**src/rtl/moore_seq_detector_1011.sv**
```systemverilog
// ---------------------------------------------------------------------------
// moore_seq_detector_1011
//
// Moore-type serial pattern detector for the bit sequence 1-0-1-1.
// One bit is sampled from seq_in on every rising clock edge. When the fourth
// bit of a complete pattern is sampled, detect_out goes high for exactly one
// cycle. Detection is non-overlapping: once a pattern has been reported, none
// of its bits can contribute to the next detection.
//
// Ports:
//   clk        in   1  single clock, all state updates on its rising edge
//   reset      in   1  asynchronous, active-high; forces IDLE and clears
//                      detect_out immediately
//   seq_in     in   1  serial data bit, must be stable around the rising edge
//   detect_out out  1  registered Moore output, high while the FSM is in DET
// ---------------------------------------------------------------------------
module moore_seq_detector_1011 (
    input  logic clk,
    input  logic reset,
    input  logic seq_in,
    output logic detect_out
);

    // One-hot state encoding. Each state records the longest prefix of 1011
    // that is still a live partial match, with DET meaning "just completed".
    typedef enum logic [4:0] {
        IDLE = 5'b00001,
        S1   = 5'b00010,
        S10  = 5'b00100,
        S101 = 5'b01000,
        DET  = 5'b10000
    } state_t;

    state_t state;
    state_t next_state;
    logic   detect_next;

    // State register. Reset is asynchronous so a partial match is discarded
    // the moment reset rises, without waiting for a clock edge.
    always_ff @(posedge clk or posedge reset) begin
        if (reset) begin
            state <= IDLE;
        end else begin
            state <= next_state;
        end
    end

    // Next-state logic. Two transitions deserve a note:
    //   S101 on 0 falls back to S10, because the trailing "10" is still a
    //   valid start of a new pattern.
    //   DET on 1 goes to S1 rather than continuing the old match: the last 1
    //   of the reported pattern is consumed, so only the fresh 1 counts.
    // Any code that is not one of the five one-hot values drops to IDLE.
    always_comb begin
        next_state = IDLE;
        case (state)
            IDLE:    next_state = seq_in ? S1   : IDLE;
            S1:      next_state = seq_in ? S1   : S10;
            S10:     next_state = seq_in ? S101 : IDLE;
            S101:    next_state = seq_in ? DET  : S10;
            DET:     next_state = seq_in ? S1   : IDLE;
            default: next_state = IDLE;
        endcase
    end

    // Output decode. It looks one state ahead so that the registered output
    // lines up exactly with the cycle in which state == DET.
    always_comb begin
        detect_next = 1'b0;
        if (next_state == DET) begin
            detect_next = 1'b1;
        end
    end

    // Output register. Keeping detect_out in a flop means it never depends
    // combinationally on seq_in, and reset clears it together with the state.
    always_ff @(posedge clk or posedge reset) begin
        if (reset) begin
            detect_out <= 1'b0;
        end else begin
            detect_out <= detect_next;
        end
    end

endmodule

```
**config.mk**
```make
export PLATFORM = sky130hd
export DESIGN_NAME = moore_seq_detector_1011
export DESIGN_NICKNAME = d
export VERILOG_FILES = /design/src/rtl/moore_seq_detector_1011.sv
export SDC_FILE = /design/constraint.sdc
export NUM_CORES = 1
export LEC_CHECK = 0
export BUFFER_PORTS_ARGS = -buffer_cell sky130_fd_sc_hd__buf_2
export CORE_AREA = 2 2 39 41
export DETAILED_ROUTE_END_ITERATION = 8
export DIE_AREA = 0 0 41 43
export SETUP_SLACK_MARGIN = 0.1
export SYNTH_ARGS = -nofsm -noshare
export SYNTH_HDL_FRONTEND = slang
export SYNTH_SLANG_ARGS = --single-unit
```
**constraint.sdc**
```tcl
create_clock -name clk -period 1.5 [get_ports clk]
set_clock_uncertainty 0.15 [all_clocks]
set_input_delay 0.15 -clock clk [delete_from_list [all_inputs] [get_ports clk]]
set_output_delay 0.15 -clock clk [all_outputs]
set_load 0.01 [all_outputs]
```
==> results.py <==
metrics = {
    "run_status": {
        "status": "finished clean",
    },
    "clock_network": {
        "cts_max_level": 1,
        "root_buffer": "clkbuf_4",
        "clk_latency_ns": 0.25,
        "numCtsBuffers": 3,
        "clock_path_buffers": 2,
        "cts_sinks": 6,
        "cts_tree": "built",
        "cts.clk_slew.worst_paths_ns": 0.05,
    },
    "place": {
        "io_buffers": 3,
        "dp_hpwl_microns": 362,
        "place_congestion": 0.706,
    },
    "synthesis": {
        "avgSynthCellArea_sq_um": 11.5,
        "synth.area.top_cells": "dfrtp_1 (42%), dfstp_2 (8.8%), nand2b_1 (6.3%)",
        "syn_area_sq_um": 299,
        "yosys_register_bits": 6,
        "synth_top_area_share_pct": 41.8,
        "synth_cell_type_count": 15,
        "yosys.area.top_type": "dfrtp_1",
        "synth_compound_area_share_pct": 13.4,
        "synthAdderAreaFrac_pct": 0,
        "synth_ff_type": "dfrtp_1",
        "ys_warn_count": 0,
        "muxShareOfSynthArea_pct": 0,
        "ys_top_cells_by_count": "dfrtp_1 (5), inv_1 (3), nand2b_1 (3)",
        "post_synth_xor_area_fraction_pct": 2.93,
        "synth_nets": 29,
        "postSynth.asyncResetShare_pct": 100,
        "synth_edf_count": 0,
        "ys_seq_area_share_pct": 50.6,
        "synth_top_family_by_area": "simple AND/OR/NAND/NOR gates",
        "yosysMostFrequentCell": "dfrtp_1",
        "syn_inst": 26,
        "synthSimpleGateAreaFrac_pct": 25.5,
    },
    "finish": {
        "drive_gt1_share_pct": 32.4,
        "fin_nets": 38,
        "fill_cells": 150,
        "utilization_pct": 27.8,
        "diodes": 0,
        "area_delta_synth_final_pct": 28.9,
    },
    "sta": {
        "drv_slew": 0,
        "tightestPinTransition_ns": 0.296,
        "fmax_mhz": 710,
        "min_period_over_period_pct": 93.9,
        "rsz0062_at_grt": "yes",
        "hold_viol": 0,
        "setup_tns_ns": 0,
        "setup_viol": 0,
        "period_minus_slack_ns": 1.41,
        "max-slew-margin-rel_pct": 80.2,
    },
    "routing": {
        "first_pass_iters": 4,
        "routed_wl_microns": 600,
        "ant_nets": 0,
        "avgRoutedWirePerCell_microns": 12.0,
        "first_iter_violations": 3,
        "vias": 224,
        "routed_via_density": 4.48,
        "post-route-drc-count": 0,
    },
    "global_route": {
        "antenna_found_initial": 0,
        "grt_overflow": 0,
        "grt_max_degree": 8,
        "grt_pass1_wl_microns": 945,
        "grt_pass1_vias": 223,
        "grt_usage_pct": 8.91,
    },
    "power": {
        "ir_drop_v": 0.000497,
        "power.leakage_nw": 0.160,
        "p_per_area_nw_per_um2": 1450,
    },
    "setup_path": {
        "cp.arrival_ns": 1.42,
        "slowest_stage": "dfstp_2",
        "max_stage_delay_ns": 0.55,
        "crit_path_start_kind": "register",
        "path_class": "reg -> reg",
        "path_max_fanout": 4,
        "cp-end-kind": "register",
        "critPathRequiredTime_ns": 1.51,
        "rrSetupSlack_ns": 0.09,
        "worstPathCellList": "or3b_1, a211oi_2, nor3_1",
    },
    "floorplanning": {
        "num_io_pins": 4,
        "coreArea_sq_um": 1380,
        "die_x_microns": 41,
        "row_count": 14,
        "start_util_pct": 21.6,
        "dieHeight_microns": 43,
        "die_area_sq_um": 1760,
    },
    "min_path": {
        "hold_path.class": "in -> async",
    },
    "flow_run": {
        "max_cap_violations": 0,
    },
}
[cell usage in the layout (no fill, tap or decap), drive strengths merged]
master	n
nor4	3
a211oi	2
nor2	1
dfrtp	5
dlygate4sd3	2
or2	1
buf	3
clkbuf	4
nand2b	3
inv	3
a2111oi	2
dfstp	1
xor2	1
or3b	2
nor3	1
[logic make-up after synthesis]
logic type / Yosys count
AO/OA/AOI/OAI: 4
XOR/XNOR: 1
AND/OR/NAND/NOR: 11
buffers and inverters: 4
flip-flops: 6
[cell type report]
| type | instances | area [sq um] | share of cell area [%] |
|---|---|---|---|
| clock buffers | 4 | 26.3 | 6.82 |
| inverters | 3 | 11.3 | 2.92 |
| multi-input cells | 16 | 141 | 36.7 |
| flip-flops and latches | 6 | 151 | 39.3 |
| well taps | 16 | 20.0 | 5.19 |
| repair buffers | 5 | 35.0 | 9.09 |
[metal layers]
layer	routed length (microns)	up-vias	track usage, %
met5	0	-	0
met4	8	0	12.0
met3	10	2	1.57
met2	329	2	11.6
met1	251	108	9.90
li1	-	112	-
[registers in the layout, summed over array words and instances, names as in the netlist]
signal      cells
state           5
detect_out      1
[power by group]
part	total, mW	switching, mW	internal [mW]
sequential	0.245	0.0465	0.198
combinational	0.152	0.0774	0.0744
clock	0.163	0.0620	0.101
total	0.560	0.186	0.374
[per-stage QoR]
stage | total power [mW] | cell area [sq um] | worst slack (ns) | instances | hold slack (ns)
after floorplan | 0.357 | 299 | 0.145 | 26 | -0.210
after global placement | 0.358 | 323 | 0.105 | 44 | -0.0756
after detailed placement | 0.362 | 323 | 0.0949 | 44 | -0.0697
after CTS | 0.545 | 374 | 0.0985 | 50 | 0.207
after global routing | 0.595 | 385 | 0.0458 | 50 | 0.239
final | 0.560 | 385 | 0.0908 | 50 | 0.212
[final timing paths]
kind,end,start,cells past startpoint
worst max-delay path,state[0],state[0],3
worst min-delay path,state[4],reset,3
worst max register to register,state[0],state[0],3
worst min register to register,state[1],state[2],1
max in group asynchronous,state[0],reset,3
min in group clk,state[1],state[2],1
[critical path: cells and delay by family (launching register included)]
| family | cells | cell delay [ns] |
|---|---|---|
| AO/OA/AOI/OAI | 1 | 0.18 |
| flip-flops | 1 | 0.55 |
| AND/OR/NAND/NOR | 2 | 0.44 |
[timing repair]
action,in CTS,in global routing
pin swaps,0,0
resized for setup,1,2
hold buffers,2,0
endpoints found under the hold margin,7,0
buffers inserted,0,0
endpoints found under the setup margin,2,2
(Power assumes the default switching activity.)
